**config.mk**
```make
export PLATFORM = sky130hd
export DESIGN_NAME = adc_scan_ctrl
export DESIGN_NICKNAME = d
export VERILOG_FILES = /design/src/rtl/adc_scan_ctrl.sv
export SDC_FILE = /design/constraint.sdc
export NUM_CORES = 1
export LEC_CHECK = 0
export CAP_MARGIN = 20
export CORE_ASPECT_RATIO = 2
export CORE_UTILIZATION = 50
export CTS_BUF_LIST = sky130_fd_sc_hd__clkbuf_2
export DETAILED_ROUTE_END_ITERATION = 7
export PLACE_DENSITY = 0.7
export SYNTH_ARGS = -nofsm -noshare
export SYNTH_HDL_FRONTEND = slang
export SYNTH_SLANG_ARGS = --single-unit
```
**constraint.sdc**
```tcl
create_clock -name clk -period 5.4 [get_ports clk]
set_clock_uncertainty 0.1 [all_clocks]
set_input_delay 1.08 -clock clk [delete_from_list [all_inputs] [get_ports clk]]
set_output_delay 1.08 -clock clk [all_outputs]
set_load 0.02 [all_outputs]
```
**src/rtl/adc_scan_ctrl.sv**
```systemverilog
`default_nettype none
// ============================================================================
// Module      : adc_scan_ctrl
// Description : Periodic multi-channel ADC scan sequencer with per-channel
//               mux settling, conversion averaging and conversion timeouts.
// Revision    : 1.0 - initial release
// ============================================================================
module adc_scan_ctrl #(
    parameter int SETTLE   = 16,
    parameter int AVG_LOG2 = 2,
    parameter int TIMEOUT  = 1023
) (
    input  logic        clk,
    input  logic        rst,
    input  logic        enable,
    input  logic [3:0]  ch_mask,
    input  logic [15:0] period,
    input  logic        err_clr,
    output logic        conv_req,
    input  logic        conv_done,
    input  logic [11:0] conv_data,
    output logic [1:0]  mux_sel,
    output logic        result_valid,
    output logic [1:0]  result_ch,
    output logic [11:0] result_data,
    output logic        scan_done,
    output logic        busy,
    output logic [3:0]  err_flags
);

    localparam int c_ACC_W  = 12 + AVG_LOG2;
    localparam int c_SCNT_W = AVG_LOG2 + 1;

    localparam logic [c_SCNT_W-1:0] c_SCNT_ONE   = c_SCNT_W'(1);
    localparam logic [c_SCNT_W-1:0] c_NSAMP      = c_SCNT_W'(1 << AVG_LOG2);
    localparam logic [7:0]          c_SETTLE_LAST = 8'(SETTLE - 1);
    localparam logic [15:0]         c_TMO_LAST    = 16'(TIMEOUT - 1);

    typedef enum logic [2:0] {
        S_IDLE        = 3'd0,
        S_WAIT_PERIOD = 3'd1,
        S_SETTLE      = 3'd2,
        S_REQ         = 3'd3,
        S_WAIT_DONE   = 3'd4,
        S_NEXT        = 3'd5
    } state_t;

    state_t                r_state;
    state_t                w_next_state;

    logic [3:0]            r_mask;
    logic [1:0]            r_ch;
    logic [7:0]            r_settle_cnt;
    logic [15:0]           r_tmo_cnt;
    logic [15:0]           r_per_cnt;
    logic [c_ACC_W-1:0]    r_acc;
    logic [c_SCNT_W-1:0]   r_scnt;

    logic                  r_conv_req;
    logic                  r_busy;
    logic                  r_result_valid;
    logic                  r_scan_done;
    logic [1:0]            r_result_ch;
    logic [11:0]           r_result_data;
    logic [3:0]            r_err;

    logic [3:0]            w_higher;
    logic                  w_period_hit;
    logic [c_ACC_W-1:0]    w_sum;
    logic [c_SCNT_W-1:0]   w_scnt_inc;
    logic                  w_start_scan;
    logic                  w_next_ch;
    logic                  w_result;
    logic                  w_scan_end;
    logic                  w_timeout;
    logic                  w_sample;
    logic                  w_clear_acc;

    function automatic logic [1:0] f_lowest(input logic [3:0] m);
        if (m[0])      return 2'd0;
        else if (m[1]) return 2'd1;
        else if (m[2]) return 2'd2;
        else           return 2'd3;
    endfunction

    function automatic logic [3:0] f_above(input logic [1:0] ch);
        case (ch)
            2'd0:    return 4'b1110;
            2'd1:    return 4'b1100;
            2'd2:    return 4'b1000;
            default: return 4'b0000;
        endcase
    endfunction

    assign w_higher     = r_mask & f_above(r_ch);
    // Also true when the scan overran the period, so the next scan starts at once.
    assign w_period_hit = ({1'b0, r_per_cnt} + 17'd1) >= {1'b0, period};
    assign w_sum        = r_acc + c_ACC_W'(conv_data);
    assign w_scnt_inc   = r_scnt + c_SCNT_ONE;

    always_ff @(posedge clk or posedge rst) begin
        if (rst) begin
            r_state <= S_IDLE;
        end else begin
            r_state <= w_next_state;
        end
    end

    always_comb begin
        w_next_state = r_state;
        w_start_scan = 1'b0;
        w_next_ch    = 1'b0;
        w_result     = 1'b0;
        w_scan_end   = 1'b0;
        w_timeout    = 1'b0;
        w_sample     = 1'b0;
        w_clear_acc  = 1'b0;
        case (r_state)
            S_IDLE: begin
                if (enable && (ch_mask != 4'd0)) begin
                    w_next_state = S_SETTLE;
                    w_start_scan = 1'b1;
                end
            end
            S_WAIT_PERIOD: begin
                if (!enable) begin
                    w_next_state = S_IDLE;
                end else if (w_period_hit) begin
                    if (ch_mask == 4'd0) begin
                        w_next_state = S_IDLE;
                    end else begin
                        w_next_state = S_SETTLE;
                        w_start_scan = 1'b1;
                    end
                end
            end
            S_SETTLE: begin
                if (!enable) begin
                    w_next_state = S_IDLE;
                    w_clear_acc  = 1'b1;
                end else if (r_settle_cnt == c_SETTLE_LAST) begin
                    w_next_state = S_REQ;
                end
            end
            S_REQ: begin
                w_next_state = S_WAIT_DONE;
            end
            S_WAIT_DONE: begin
                if (conv_done) begin
                    w_sample = 1'b1;
                    if (!enable) begin
                        w_next_state = S_IDLE;
                        w_clear_acc  = 1'b1;
                    end else if (w_scnt_inc == c_NSAMP) begin
                        w_next_state = S_NEXT;
                        w_result     = 1'b1;
                        w_scan_end   = (w_higher == 4'd0);
                        w_clear_acc  = 1'b1;
                    end else begin
                        w_next_state = S_REQ;
                    end
                end else if (r_tmo_cnt == c_TMO_LAST) begin
                    w_timeout   = 1'b1;
                    w_clear_acc = 1'b1;
                    if (!enable) begin
                        w_next_state = S_IDLE;
                    end else begin
                        w_next_state = S_NEXT;
                        w_scan_end   = (w_higher == 4'd0);
                    end
                end
            end
            S_NEXT: begin
                if (!enable) begin
                    w_next_state = S_IDLE;
                end else if (w_higher != 4'd0) begin
                    w_next_state = S_SETTLE;
                    w_next_ch    = 1'b1;
                end else if (w_period_hit) begin
                    if (ch_mask == 4'd0) begin
                        w_next_state = S_IDLE;
                    end else begin
                        w_next_state = S_SETTLE;
                        w_start_scan = 1'b1;
                    end
                end else begin
                    w_next_state = S_WAIT_PERIOD;
                end
            end
            default: begin
                w_next_state = S_IDLE;
            end
        endcase
    end

    always_ff @(posedge clk or posedge rst) begin
        if (rst) begin
            r_mask         <= 4'd0;
            r_ch           <= 2'd0;
            r_settle_cnt   <= 8'd0;
            r_tmo_cnt      <= 16'd0;
            r_per_cnt      <= 16'd0;
            r_acc          <= '0;
            r_scnt         <= '0;
            r_conv_req     <= 1'b0;
            r_busy         <= 1'b0;
            r_result_valid <= 1'b0;
            r_scan_done    <= 1'b0;
            r_result_ch    <= 2'd0;
            r_result_data  <= 12'd0;
            r_err          <= 4'd0;
        end else begin
            if (w_start_scan) begin
                r_mask <= ch_mask;
                r_ch   <= f_lowest(ch_mask);
            end else if (w_next_ch) begin
                r_ch   <= f_lowest(w_higher);
            end

            r_settle_cnt <= (r_state == S_SETTLE)    ? r_settle_cnt + 8'd1 : 8'd0;
            r_tmo_cnt    <= (r_state == S_WAIT_DONE) ? r_tmo_cnt + 16'd1   : 16'd0;

            if (w_start_scan) begin
                r_per_cnt <= 16'd0;
            end else if (r_per_cnt != 16'hFFFF) begin
                r_per_cnt <= r_per_cnt + 16'd1;
            end

            if (w_start_scan || w_clear_acc) begin
                r_acc  <= '0;
                r_scnt <= '0;
            end else if (w_sample) begin
                r_acc  <= w_sum;
                r_scnt <= w_scnt_inc;
            end

            // Status outputs are loaded from the next state so they line up with it.
            r_conv_req     <= (w_next_state == S_REQ);
            r_busy         <= (w_next_state == S_SETTLE) || (w_next_state == S_REQ) ||
                              (w_next_state == S_WAIT_DONE) || (w_next_state == S_NEXT);
            r_result_valid <= w_result;
            r_scan_done    <= w_scan_end;

            if (w_result) begin
                r_result_ch   <= r_ch;
                r_result_data <= w_sum[c_ACC_W-1:AVG_LOG2];
            end

            r_err <= (err_clr ? 4'd0 : r_err) | (w_timeout ? (4'b0001 << r_ch) : 4'd0);
        end
    end

    assign conv_req     = r_conv_req;
    assign mux_sel      = r_ch;
    assign result_valid = r_result_valid;
    assign result_ch    = r_result_ch;
    assign result_data  = r_result_data;
    assign scan_done    = r_scan_done;
    assign busy         = r_busy;
    assign err_flags    = r_err;

endmodule
`default_nettype wire

```
### Word level (Yosys, flattened, before mapping)

Cells that the tools add are included.

| word-level totals | value |
|---|---|
| register bits | 88 |
| logic and storage cells | 117 |

| operators by class | value |
|---|---|
| bitwise gates (word level) | 2 |
| equal/unequal tests | 15 |
| shift operators | 1 |
| add/sub/neg operators | 6 |
| order comparisons | 1 |
| mux-type cells | 63 |
| reduce and logical (&&, ||, !) cells | 14 |

Operators by type and width:

| operator | count |
|---|---|
| two-way mux 16 bit | 3 |
| two-way mux 3 bit | 15 |
| adder 16 x 1 -> 16 bit (second input constant) | 2 |
| two-way mux 1 bit | 29 |
| two-way mux 14 bit | 2 |
| one-hot mux 3 bit (6 select lines) | 1 |
| adder 16 x 1 -> 17 bit (second input constant) | 1 |
| greater-or-equal comparator 17 x 16 -> 1 bit | 1 |
| == test 16 x 10 -> 1 bit (second input constant) | 1 |
| inequality test 16 bit (second input constant) | 1 |
| == test 3 bit (second input constant) | 5 |
| adder 14 x 12 -> 14 bit | 1 |
| two-way mux 2 bit | 7 |
| == test 3 x 2 -> 1 bit (second input constant) | 4 |
| one-hot mux 4 bit (3 select lines) | 1 |
| adder 8 x 1 -> 8 bit (second input constant) | 1 |
| == test 8 x 4 -> 1 bit (second input constant) | 1 |
| logical NOT 4 bit | 2 |
| two-way mux 4 bit | 2 |
| two-way mux 8 bit | 1 |
| nonzero test 4 bit | 2 |
| nonzero test 2 bit | 3 |
| bitwise AND 4 bit | 1 |
| logical OR 1 bit | 4 |
| 11 further kinds | 11 |

### Logic depth before layout (Yosys ltp)

Gate-level depths: netlist of the first run.

| depth | value |
|---|---|
| depth after elaboration | 11 |
| mapped depth | 13 |

### Worst setup path before layout of the first run

Ideal clock, no wire load.

| timing | value |
|---|---|
| path type | reg2reg |
| start point | register r_per_cnt[0] |
| end point | register r_busy (netlist: busy) |
| path slack | 2.068 ns |
| clock period less this slack | 3.332 ns |
| arrival time | 3.108 ns |
| stages on the path, launching flop included | 12 |
| cells stage by stage | dfrtp_1 -> ha_1 -> nand4_4 -> nor3_1 -> nand3_1 -> xnor2_1 -> ha_1 -> a21o_1 -> a211o_4 -> a2111oi_4 -> o32ai_1 -> or2_1 |

| on the way | value |
|---|---|
| cells in the longest elaborated chain, start to end | 10 |
| elaborated cells on any way between the ends | 15 |
| those cells by class | add/sub (1); order compare (1); eq/ne (4); mux (6); reduce/logical (3) |

RTL lines:

| what | line | RTL |
|---|---|---|
| start: declaration | 55 | `logic [15:0] r_per_cnt;` |
| start signal: assignment | 226 | `r_per_cnt <= r_per_cnt + 16'd1;` |
| adder 16 x 1 -> 17 bit (*) | 97 | `assign w_period_hit = ({1'b0, r_per_cnt} + 17'd1) >= {1'b0, period};` |
| greater-or-equal comparator 17 x 16 -> 1 bit (*) | 97 |  |
| two-way mux 3 bit | 179 | `end else if (w_period_hit) begin` |
| two-way mux 3 bit | 176 | `end else if (w_higher != 4'd0) begin` |
| two-way mux 3 bit | 174 | `if (!enable) begin` |
| one-hot mux 3 bit (6 select lines) (*) | 118 | `case (r_state)` |
| named net w_next_state[1] | 49 | `state_t w_next_state;` |
| == test 3 x 2 -> 1 bit | 239 | `r_busy <= (w_next_state == S_SETTLE) \|\| (w_next_state == S_REQ) \|\|` |
| logical OR 1 bit (2 in a row) | 239 |  |
| logical OR 1 bit (*) | 240 | `(w_next_state == S_WAIT_DONE) \|\| (w_next_state == S_NEXT);` |
| end signal: assignment | 239 |  |
| end: declaration | 60 | `logic r_busy;` |

The timed path passes the listed nets; every way through them passes the cells marked *.
A chain may end at the register's enable or synchronous reset.

### Final worst setup path of the first run

| timing | value |
|---|---|
| start point | register r_per_cnt[0] |
| end point | register r_acc[2] |

| on the way | value |
|---|---|
| cells in the longest elaborated chain, start to end | 8 |
| elaborated cells on any way between the ends | 10 |
| those cells by class | add/sub (1); order compare (1); mux (6); reduce/logical (2) |

RTL lines:

| what | line | RTL |
|---|---|---|
| adder 16 x 1 -> 17 bit (*) | 97 |  |
| greater-or-equal comparator 17 x 16 -> 1 bit (*) | 97 |  |
| two-way mux 1 bit (*) | 128 | `end else if (w_period_hit) begin` |
| two-way mux 1 bit | 176 |  |
| two-way mux 1 bit | 174 |  |
| one-hot mux 1 bit (3 select lines) (*) | 118 |  |
| logical OR 1 bit (*) | 229 | `if (w_start_scan \|\| w_clear_acc) begin` |
| two-way mux 14 bit / nonzero test 2 bit (equally long branches) | n/a |  |
| end signal: assignment | 233 | `r_acc <= w_sum;` |
| end: declaration | 56 | `logic [c_ACC_W-1:0] r_acc;` |

Mark *: on every way between the ends. The rest lies on a longest branch, timed or not.

==> impl_metrics.tcl, run 1 <==
set metrics [dict create \
    status "finished clean" \
    clockBufferDepth 2 \
    synth_edf_count 0 \
    die_y_um 146.3 \
    clock_power_share 0.279 \
    ys_ff_latch 87 \
    avgSynthCellArea_um2 9.500 \
    num-nets-final 678 \
    hold_path.class "reg -> reg" \
    synthFlopType "dfrtp_1" \
    fmax_ghz 0.2532 \
    period_minus_slack_ps 3949 \
    syn_area_um2 5206 \
    core_um2 10150 \
    yosysWarnings 0 \
    initial_core_util 0.5129 \
    synth_cell_types 70 \
    cts_sinks 87 \
    reg2regPathDepth 11 \
    die-area_um2 10850 \
    period_share 0.7313 \
    post_cts_buffers 0 \
    drv_slew 0 \
    syn_to_final_growth_pct 16.25 \
    met1_length_um 4485 \
    io_pins 61 \
    dr_wl_met3_um 343 \
    top_layer_used "met4" \
    worst_pin_slew_ps 899.9 \
    maxCapViolations 0 \
    fillers 927 \
    die_x_um 74.16 \
    first_global_vias 4375 \
    worstReg2RegStart "r_per_cnt[0]" \
    netlist_top_cells_area "dfrtp_1 42%, ha_1 8.2%, nor2_1 4.7%" \
    dp_hpwl_um 9182 \
    finalHoldViolCount 0 \
    worst_setup_path_end_kind "flip-flop" \
    fin_setup_tns_ps 0 \
    crit_type "reg -> reg" \
    wl_per_cell_um 16.15 \
    tritoncts "built" \
    share_seq_of_total_power 0.564 \
    multiInputGateArea_um2 2850 \
    viasPerCell 5.609 \
    p_leak_nw 2.787 \
    p_sw_frac 0.3046 \
    netlist_instances 548 \
    cp.required_ps 5780 \
    cts_hold_buf 0 \
    cts_made_buffers 9 \
    r2r_end "r_acc[2]" \
    drcViolationCount 0 \
    regArea_um2 2177 \
    globalplace.congestion 0.9172 \
    numPortBuffers 60 \
    p_int_w 0.0008701 \
    setup.worst_path.start "r_per_cnt[0]" \
    drive_gt1_frac 0.08511 \
    worst_slew_margin_rel 0.3955 \
    critPathLaunchType "flip-flop" \
    gr-total-overflow 0 \
    cts-root-buf "clkbuf_2" \
    combPwrFrac 0.157 \
    crit_path_max_fanout 17 \
    insertion_delay_ps 570 \
    grt_use_total 0.2426 \
    dr_wl_met2_um 6923 \
    arrival_ps 4330 \
    totalWireLength_um 12070 \
    finalNonFillerCells 747 \
    placed_cells 730 \
    drtAntennaViolNets 0 \
    rsz0062_at_grt "false" \
    core.rowCount 52 \
    clk_pin_slew_worst_paths_ps 260 \
    grt_pass1_wl_um 20090 \
    drt_iter0_markers 213 \
    peakVddDrop_uv 142.8 \
    finalSetupViolCount 0 \
    cts_resized 0 \
    grt_max_degree 49 \
    synthArstFlopShare 1.000 \
    yosysSeqAreaShare 0.4182 \
    synth_top_area_frac 0.4182 \
    antenna_found_initial 1 \
    r2r_slack_ps 1450 \
    crit_end "r_acc[2]" \
    synth_nets 620 \
    synth_area_leader_cell "dfrtp_1" \
    num_vias 4190 \
    p_switching_w 0.0003812 \
    htree_levels 3 \
    power.density_nw_per_um2 206.8 \
    dr.pass1.iters 5 \
]
==> registers in the layout, summed over array words and instances, names as in the netlist, 2 cells and up <==
register / count
result_ch: 2
r_acc: 14
r_tmo_cnt: 16
r_settle_cnt: 8
r_mask: 3
mux_sel: 2
result_data: 12
err_flags: 4
r_scnt: 3
r_state: 3
r_per_cnt: 16
==> routing by layer <==
metal,global-route usage,up-vias
met5,0,-
li1,-,2050
met1,0.2611,2022
met4,0.1029,0
met2,0.4459,91
met3,0.03934,27
==> through the flow <==
step | setup WS (ps) | total power [W] | cell area [µm²] | hold WS [ps] | util
2_1_floorplan | 1970 | 0.0008359 | 5206 | 332.9 | -
3_3_place_gp | 1520 | 0.0009004 | 5929 | 348.3 | 0.5842
3_5_place_dp | 1433 | 0.0009117 | 5929 | 369.7 | 0.5842
4_1_cts | 1472 | 0.001258 | 6050 | 413.2 | 0.5960
5_1_grt | 1116 | 0.001319 | 6052 | 421.7 | 0.5963
6_report | 1451 | 0.001251 | 6052 | 405.4 | 0.5963
==> cells in the mapped netlist (all sizes together), types with 5 or more instances <==
master / instances
nand2: 48
a21oi: 30
mux2: 5
nor2: 69
nor3: 9
clkbuf: 10
inv: 31
ha: 34
or3: 6
a211o: 5
and3: 6
o21ai: 26
nand4: 17
xor2: 25
o21a: 5
dfrtp: 87
nand3: 27
buf: 5
nor4: 5
xnor2: 20
a21o: 14
and4: 5
==> power by group through the flow <==
stage          logic (W)  clock network [W]  registers, W
5_1_grt         0.000222           0.000387      0.000710
2_1_floorplan   0.000125                  0      0.000711
4_1_cts         0.000196           0.000357      0.000705
3_3_place_gp    0.000186                  0      0.000715
3_5_place_dp    0.000195                  0      0.000716
6_report        0.000196           0.000350      0.000706
==> cell usage in the layout, fill, tap and decap left out, types with 3 or more instances in the layout <==
master / instances
a211o_1: 4
a211oi_1: 3
a21bo_2: 3
a21boi_0: 3
a21o_1: 14
a21oi_1: 24
a21oi_2: 6
a221o_1: 3
and3_1: 6
and4_1: 5
clkbuf_2: 10
clkdlybuf4s50_1: 60
clkinvlp_4: 3
dfrtp_1: 87
ha_1: 34
inv_1: 29
mux2_2: 5
nand2_1: 48
nand2b_1: 4
nand3_1: 26
nand4_1: 14
nor2_1: 65
nor2_2: 4
nor2b_1: 4
nor3_1: 9
nor4_1: 4
o21a_1: 5
o21ai_0: 25
o2bb2ai_1: 4
or3_1: 6
xnor2_1: 20
xor2_1: 25
==> logic make-up (layout without fill, tap and decap cells) <==
kind of cell / Yosys count / in the layout / synth area share
compound gates: 114 / 114 / 0.1603
xor+xnor: 45 / 45 / 0.07570
fa+ha+maj: 35 / 35 / 0.08556
buf+inv: 46 / 109 / 0.03557
flops: 87 / 87 / 0.4182
mux: 7 / 7 / 0.01466
other cells: 0 / 1 / 0
simple gates: 214 / 214 / 0.2100
==> how the worst min path moves through the flow <==
| stage | from | end | slack [ps] | cells past startpoint |
|---|---|---|---|---|
| floorplan | r_settle_cnt[0] | r_settle_cnt[0] | 330 | 1 |
| global placement | r_settle_cnt[0] | r_settle_cnt[0] | 350 | 1 |
| detailed placement | result_data[11] | result_data[11] | 370 | 2 |
| CTS | r_settle_cnt[0] | r_settle_cnt[0] | 410 | 1 |
| global route | r_settle_cnt[0] | r_settle_cnt[0] | 420 | 1 |
| finish | r_settle_cnt[0] | r_settle_cnt[0] | 410 | 1 |
==> cell type report <==
cell class | count | area share
Timing Repair Buffer | 62 | 0.1017
Clock inverter | 6 | 0.01158
Inverter | 31 | 0.01943
Multi-Input combinational cell | 415 | 0.4710
Tap cell | 135 | 0.02791
Clock buffer | 10 | 0.008270
Sequential cell | 87 | 0.3597
Antenna cell | 1 | 0.0004135
==> worst max-delay path, stage by stage, from the launching register on <==
cell	delay [ps]
dfrtp_1	490
ha_1	280
nand4_4	170
nor3_1	450
nand3_1	160
xnor2_1	220
ha_1	280
a21o_1	170
a211o_4	340
a2111oi_4	560
o211ai_4	340
a211oi_1	290
Power figures use the tool's default switching activity.
==> run 2, diff against run 1 <==
--- a/config.mk
+++ b/config.mk
@@ -10,7 +10,7 @@
 export CORE_UTILIZATION = 50
 export CTS_BUF_LIST = sky130_fd_sc_hd__clkbuf_2
 export DETAILED_ROUTE_END_ITERATION = 7
-export PLACE_DENSITY = 0.7
+export PLACE_DENSITY = 0.72
 export SYNTH_ARGS = -nofsm -noshare
 export SYNTH_HDL_FRONTEND = slang
 export SYNTH_SLANG_ARGS = --single-unit
==> constraint.sdc (replaced) <==
create_clock -name clk -period 3.4 [get_ports clk]
set_clock_uncertainty 0.1 [all_clocks]
set_input_delay 0.68 -clock clk [delete_from_list [all_inputs] [get_ports clk]]
set_output_delay 0.68 -clock clk [all_outputs]
set_load 0.02 [all_outputs]
==> impl_metrics.tcl, run 2 (synthesized netlist as in run 1, its figures left out) <==
set metrics [dict create \
    status "finished clean" \
    arrival_ps 3600 \
    globalplace.congestion 0.8612 \
    finalSetupViolCount 0 \
    clk_pin_slew_worst_paths_ps 220 \
    cts_hold_buf 0 \
    worst_setup_path_end_kind "flip-flop" \
    cpPeakStageDelay_ps 470 \
    peakVddDrop_uv 219.1 \
    first_global_vias 4542 \
    multiInputGateArea_um2 2904 \
    p_leak_nw 2.917 \
    grt_max_degree 88 \
    top_regs "r_per_cnt (16), r_tmo_cnt (16), r_acc (14)" \
    die_y_um 146.3 \
    grt-busiest-layer "met2" \
    viasPerCell 5.625 \
    power.density_nw_per_um2 328.8 \
    layout_commonest_cell "dfrtp_1" \
    use_met3 0.05038 \
    drv_slew 0 \
    p_int_w 0.001477 \
    period_minus_slack_ps 3245 \
    drt_iter0_markers 222 \
    die_x_um 74.16 \
    drive_gt1_frac 0.1254 \
    critPathLaunchType "flip-flop" \
    crit_top_cell "a2111oi_4" \
    worst_slew_margin_rel 0.5440 \
    crit_family "simple AND/OR/NAND/NOR gates" \
    hold_path.class "reg -> reg" \
    grt_use_total 0.2505 \
    use_met1 0.2463 \
    met2_usage 0.4682 \
    initial_core_util 0.5129 \
    die-area_um2 10850 \
    regArea_um2 2181 \
    io_pins 61 \
    setup.worst_path.start "r_per_cnt[8]" \
    worstReg2RegStart "r_per_cnt[8]" \
    post-route-util 0.6206 \
    finalHoldViolCount 0 \
    maxCapViolations 0 \
    wl_per_cell_um 16.29 \
    period_share 0.9543 \
    cp.required_ps 3750 \
    antenna_found_initial 1 \
    design_area_um2 6299 \
    grt_pass1_wl_um 20710 \
    num_vias 4309 \
    clock_power_share 0.287 \
    cts_sinks 87 \
    crit_type "reg -> reg" \
    numPortBuffers 60 \
    path_cells "nand4_2 > nor4_4 > and4_1 > xor2_1 > ha_1 > nand3_1 > a2111oi_4 > a2111oi_4 > buf_6 > o211ai_4 > buf_12 > nor2_2" \
    cpMaxStageDelayCell "dfrtp_2" \
    tritoncts "built" \
    core_um2 10150 \
    drtAntennaViolNets 0 \
    combPwrFrac 0.172 \
    placed_area_um2 6067 \
    p_switching_w 0.0005934 \
    num-nets-final 698 \
    totalWireLength_um 12480 \
    fin_setup_tns_ps 0 \
    syn_to_final_growth_pct 20.98 \
    core.rowCount 52 \
    worst_pin_slew_ps 678.8 \
    min_from "r_settle_cnt[0]" \
    dp_hpwl_um 9422 \
    crit_path_max_fanout 10 \
    cts_made_buffers 9 \
    dr.pass1.iters 4 \
    share_seq_of_total_power 0.541 \
    fillers 913 \
    cts-root-buf "clkbuf_2" \
    htree_levels 3 \
    gr-total-overflow 0 \
    insertion_delay_ps 560 \
    drcViolationCount 0 \
    whs_ps 393.2 \
    p_sw_frac 0.2866 \
    critPathBufInv 2 \
    clockBufferDepth 2 \
    fmax_ghz 0.3082 \
    final_cell_mix "84 x dfrtp_1, 64 x nor2_1, 60 x clkdlybuf4s50_1" \
]
run 2: cell types whose count changed in the layout (fill, tap and decap cells not counted), sizes merged:
cell | previous run | this run
buf | 2 | 22
bufinv | 1 | 2
clkbuf | 10 | 9
clkinv | 2 | 4
clkinvlp | 3 | 0
run 2: cell type report:
type | count | area share
tap | 135 | 0.02682
clock buffer | 9 | 0.007151
clock inverter | 6 | 0.01351
antenna | 1 | 0.0003973
inverter | 31 | 0.01867
timing repair buffer | 82 | 0.1261
multi-input combinational | 415 | 0.4611
sequential | 87 | 0.3462
run 2: what timing repair did:
| item | in CTS | in global routing |
|---|---|---|
| buffers inserted | 0 | 5 |
| pin swaps | 0 | 4 |
| setup endpoints to repair | 16 | 40 |
| resized for setup | 2 | 11 |
run 2: stage by stage:
| stage | power, W | worst slack [ps] | std cells |
|---|---|---|---|
| floorplan | 0.001328 | 67.56 | 548 |
| global placement | 0.001455 | 61.47 | 745 |
| detailed placement | 0.001476 | 6.633 | 745 |
| CTS | 0.002078 | 18.18 | 760 |
| global route | 0.002185 | -26.12 | 766 |
| finish | 0.002071 | 155.3 | 766 |
run 2: routing by layer:
metal  part of all wire  vias up
li1                   -     2089
met1               0.36     2073
met2               0.57      114
met3              0.038       33
met4              0.037        0
met5                  0        -
run 2: final timing paths:
kind / endpoint / slack, ps / cells after the start
max in group asynchronous: r_tmo_cnt[0] / 2430 / 3
min in group asynchronous: r_per_cnt[9] / 420 / 3
setup / recovery: r_acc[11] / 160 / 12
hold / removal: r_settle_cnt[0] / 390 / 1
hold reg to reg: r_settle_cnt[0] / 390 / 1
setup reg to reg: r_acc[11] / 160 / 12
run 2: power by group through the flow:
| stage | clock network (W) | logic, W | registers [W] |
|---|---|---|---|
| after global placement | 0 | 0.000327 | 0.00113 |
| after floorplan | 0 | 0.000198 | 0.00113 |
| after global routing | 0.000666 | 0.000394 | 0.00113 |
| final | 0.000594 | 0.000357 | 0.00112 |
| after detailed placement | 0 | 0.000344 | 0.00113 |
| after CTS | 0.000614 | 0.000349 | 0.00111 |
==> run 3, diff against run 2 <==
--- a/config.mk
+++ b/config.mk
@@ -6,11 +6,12 @@
 export NUM_CORES = 1
 export LEC_CHECK = 0
 export CAP_MARGIN = 20
-export CORE_ASPECT_RATIO = 2
+export CORE_ASPECT_RATIO = 0.7
 export CORE_UTILIZATION = 50
 export CTS_BUF_LIST = sky130_fd_sc_hd__clkbuf_2
 export DETAILED_ROUTE_END_ITERATION = 7
 export PLACE_DENSITY = 0.72
+export SLEW_MARGIN = 20
 export SYNTH_ARGS = -nofsm -noshare
 export SYNTH_HDL_FRONTEND = slang
 export SYNTH_SLANG_ARGS = --single-unit
==> impl_metrics.tcl, run 3 (synthesized netlist as in run 1, its figures left out) <==
set metrics [dict create \
    grt_max_degree 46 \
    htree_levels 3 \
    tritoncts "built" \
    die_y_um 87.38 \
    diodes 0 \
    power_w 0.001995 \
    worst_setup_path_end_kind "flip-flop" \
    viasPerCell 5.583 \
    critPathLaunchType "flip-flop" \
    finalHoldViolCount 0 \
    drtAntennaViolNets 0 \
    cts-root-buf "clkbuf_2" \
    dr_wl_met2_um 4961 \
    dp_hpwl_um 8702 \
    crit_end "r_mask[1]" \
    r2r_slack_ps 150 \
    post-route-util 0.6317 \
    dr_wl_met3_um 671 \
    die-area_um2 10830 \
    layout_commonest_cell "dfrtp_1" \
    drive_gt1_frac 0.1258 \
    die_x_um 124.0 \
    insertion_delay_ps 590 \
    core.rowCount 30 \
    dr.pass1.iters 5 \
    clockBufferDepth 2 \
    crit_top_cell "a2111oi_4" \
    crit_path_max_fanout 6 \
    cts_hold_buf 0 \
    antenna_found_initial 0 \
    worst_pin_slew_ps 798.3 \
    first_global_vias 3901 \
    whs_ps 372.8 \
    io_pins 61 \
    grt_pass1_wl_um 18950 \
    gr-total-overflow 0 \
    worstReg2RegStart "r_per_cnt[9]" \
    fmax_ghz 0.3078 \
    status "finished clean" \
    numPortBuffers 60 \
    top_layer_used "met4" \
    drv_slew 0 \
    design_area_um2 6260 \
    p_switching_w 0.0006368 \
    arrival_ps 3670 \
    period_minus_slack_ps 3249 \
    cpMaxStageDelayCell "dfrtp_1" \
    p_int_w 0.001358 \
    syn_to_final_growth_pct 20.24 \
    cts_made_buffers 9 \
    path_cells "nand4_2 > nor4_2 > and4_1 > xor2_1 > ha_1 > nand3_1 > a2111oi_4 > a2111oi_4 > buf_6 > and2_4 > a221o_1" \
    share_seq_of_total_power 0.554 \
    clk_pin_slew_worst_paths_ps 270 \
    combPwrFrac 0.192 \
    totalWireLength_um 11830 \
    crit_family "simple AND/OR/NAND/NOR gates" \
    drt_iter0_markers 210 \
    met1_length_um 6102 \
    num_vias 4221 \
    worst_slew_margin_rel 0.4678 \
    finalSetupViolCount 0 \
    critical_path_depth 11 \
    placed_area_um2 6043 \
    hold_path.class "reg -> reg" \
    p_sw_frac 0.3193 \
    power.density_nw_per_um2 318.6 \
    cts_sinks 87 \
    cpPeakStageDelay_ps 490 \
    r2r_end "r_mask[1]" \
    final_cell_mix "85 x dfrtp_1, 64 x nor2_1, 60 x clkdlybuf4s50_1" \
    reg2regPathDepth 11 \
    num-nets-final 695 \
    period_share 0.9555 \
    globalplace.congestion 0.9208 \
    drcViolationCount 0 \
    critPathBufInv 1 \
    setup.worst_path.start "r_per_cnt[9]" \
    p_leak_nw 2.921 \
    crit_type "reg -> reg" \
    wl_per_cell_um 15.65 \
    cp.required_ps 3820 \
    top_regs "r_per_cnt (16), r_tmo_cnt (16), r_acc (14)" \
    core_um2 9910 \
    initial_core_util 0.5254 \
    peakVddDrop_uv 218.2 \
    fillers 824 \
    clock_power_share 0.254 \
    grt_use_total 0.2298 \
    maxCapViolations 0 \
]
==> run 3: changes by cell type in the layout (fill, tap and decap cells not counted), sizes merged <==
cell | before | now
inv | 31 | 33
buf | 22 | 19
bufinv | 2 | 0
diode | 1 | 0
clkinv | 4 | 5
==> run 3: layout make-up <==
| type | instances | area [µm²] | area share |
|---|---|---|---|
| well taps | 128 | 160.2 | 0.02558 |
| clock inverters | 7 | 55.05 | 0.008795 |
| repair buffers | 79 | 772.0 | 0.1233 |
| inverters | 31 | 117.6 | 0.01879 |
| flip-flops and latches | 87 | 2180 | 0.3482 |
| multi-input cells | 415 | 2930 | 0.4681 |
| clock buffers | 9 | 45.04 | 0.007196 |
==> run 3: repair_timing <==
action	4_1_cts	5_1_grt
setup endpoints to repair	1	39
gates resized for setup	0	16
setup buffers	1	3
cloned	0	0
==> run 3: stage by stage <==
stage | worst slack [ps] | cells | TNS, ps
floorplan | 67.56 | 548 | 0
global route | -16.29 | 756 | -16.29
finish | 151.1 | 756 | 0
detailed placement | 23.64 | 736 | 0
CTS | 26.80 | 753 | 0
global placement | 149.7 | 736 | 0
==> run 3: power by group through the flow <==
stage	sequential (W)	clock, W	combinational (W)
finish	0.00110	0.000507	0.000382
global route	0.00111	0.000553	0.000425
CTS	0.00111	0.000518	0.000346
detailed placement	0.00113	0	0.000333
global placement	0.00113	0	0.000325
floorplan	0.00113	0	0.000198
==> run 3: worst min path at each step <==
stage               startpoint              end  slack [ps]  cells after the start
2_1_floorplan  r_settle_cnt[0]  r_settle_cnt[0]         330                      1
3_3_place_gp   r_settle_cnt[0]  r_settle_cnt[0]         350                      1
3_5_place_dp   r_settle_cnt[0]  r_settle_cnt[0]         350                      1
6_report       r_settle_cnt[0]  r_settle_cnt[0]         370                      1
5_1_grt        r_settle_cnt[0]  r_settle_cnt[0]         400                      1
4_1_cts        r_settle_cnt[0]  r_settle_cnt[0]         380                      1
==> run 3: layer usage <==
layer | global-route usage | vias up
li1 | - | 2080
met1 | 0.3526 | 2020
met2 | 0.3263 | 110
met3 | 0.04777 | 11
met4 | 0.05844 | 0
met5 | 0 | -
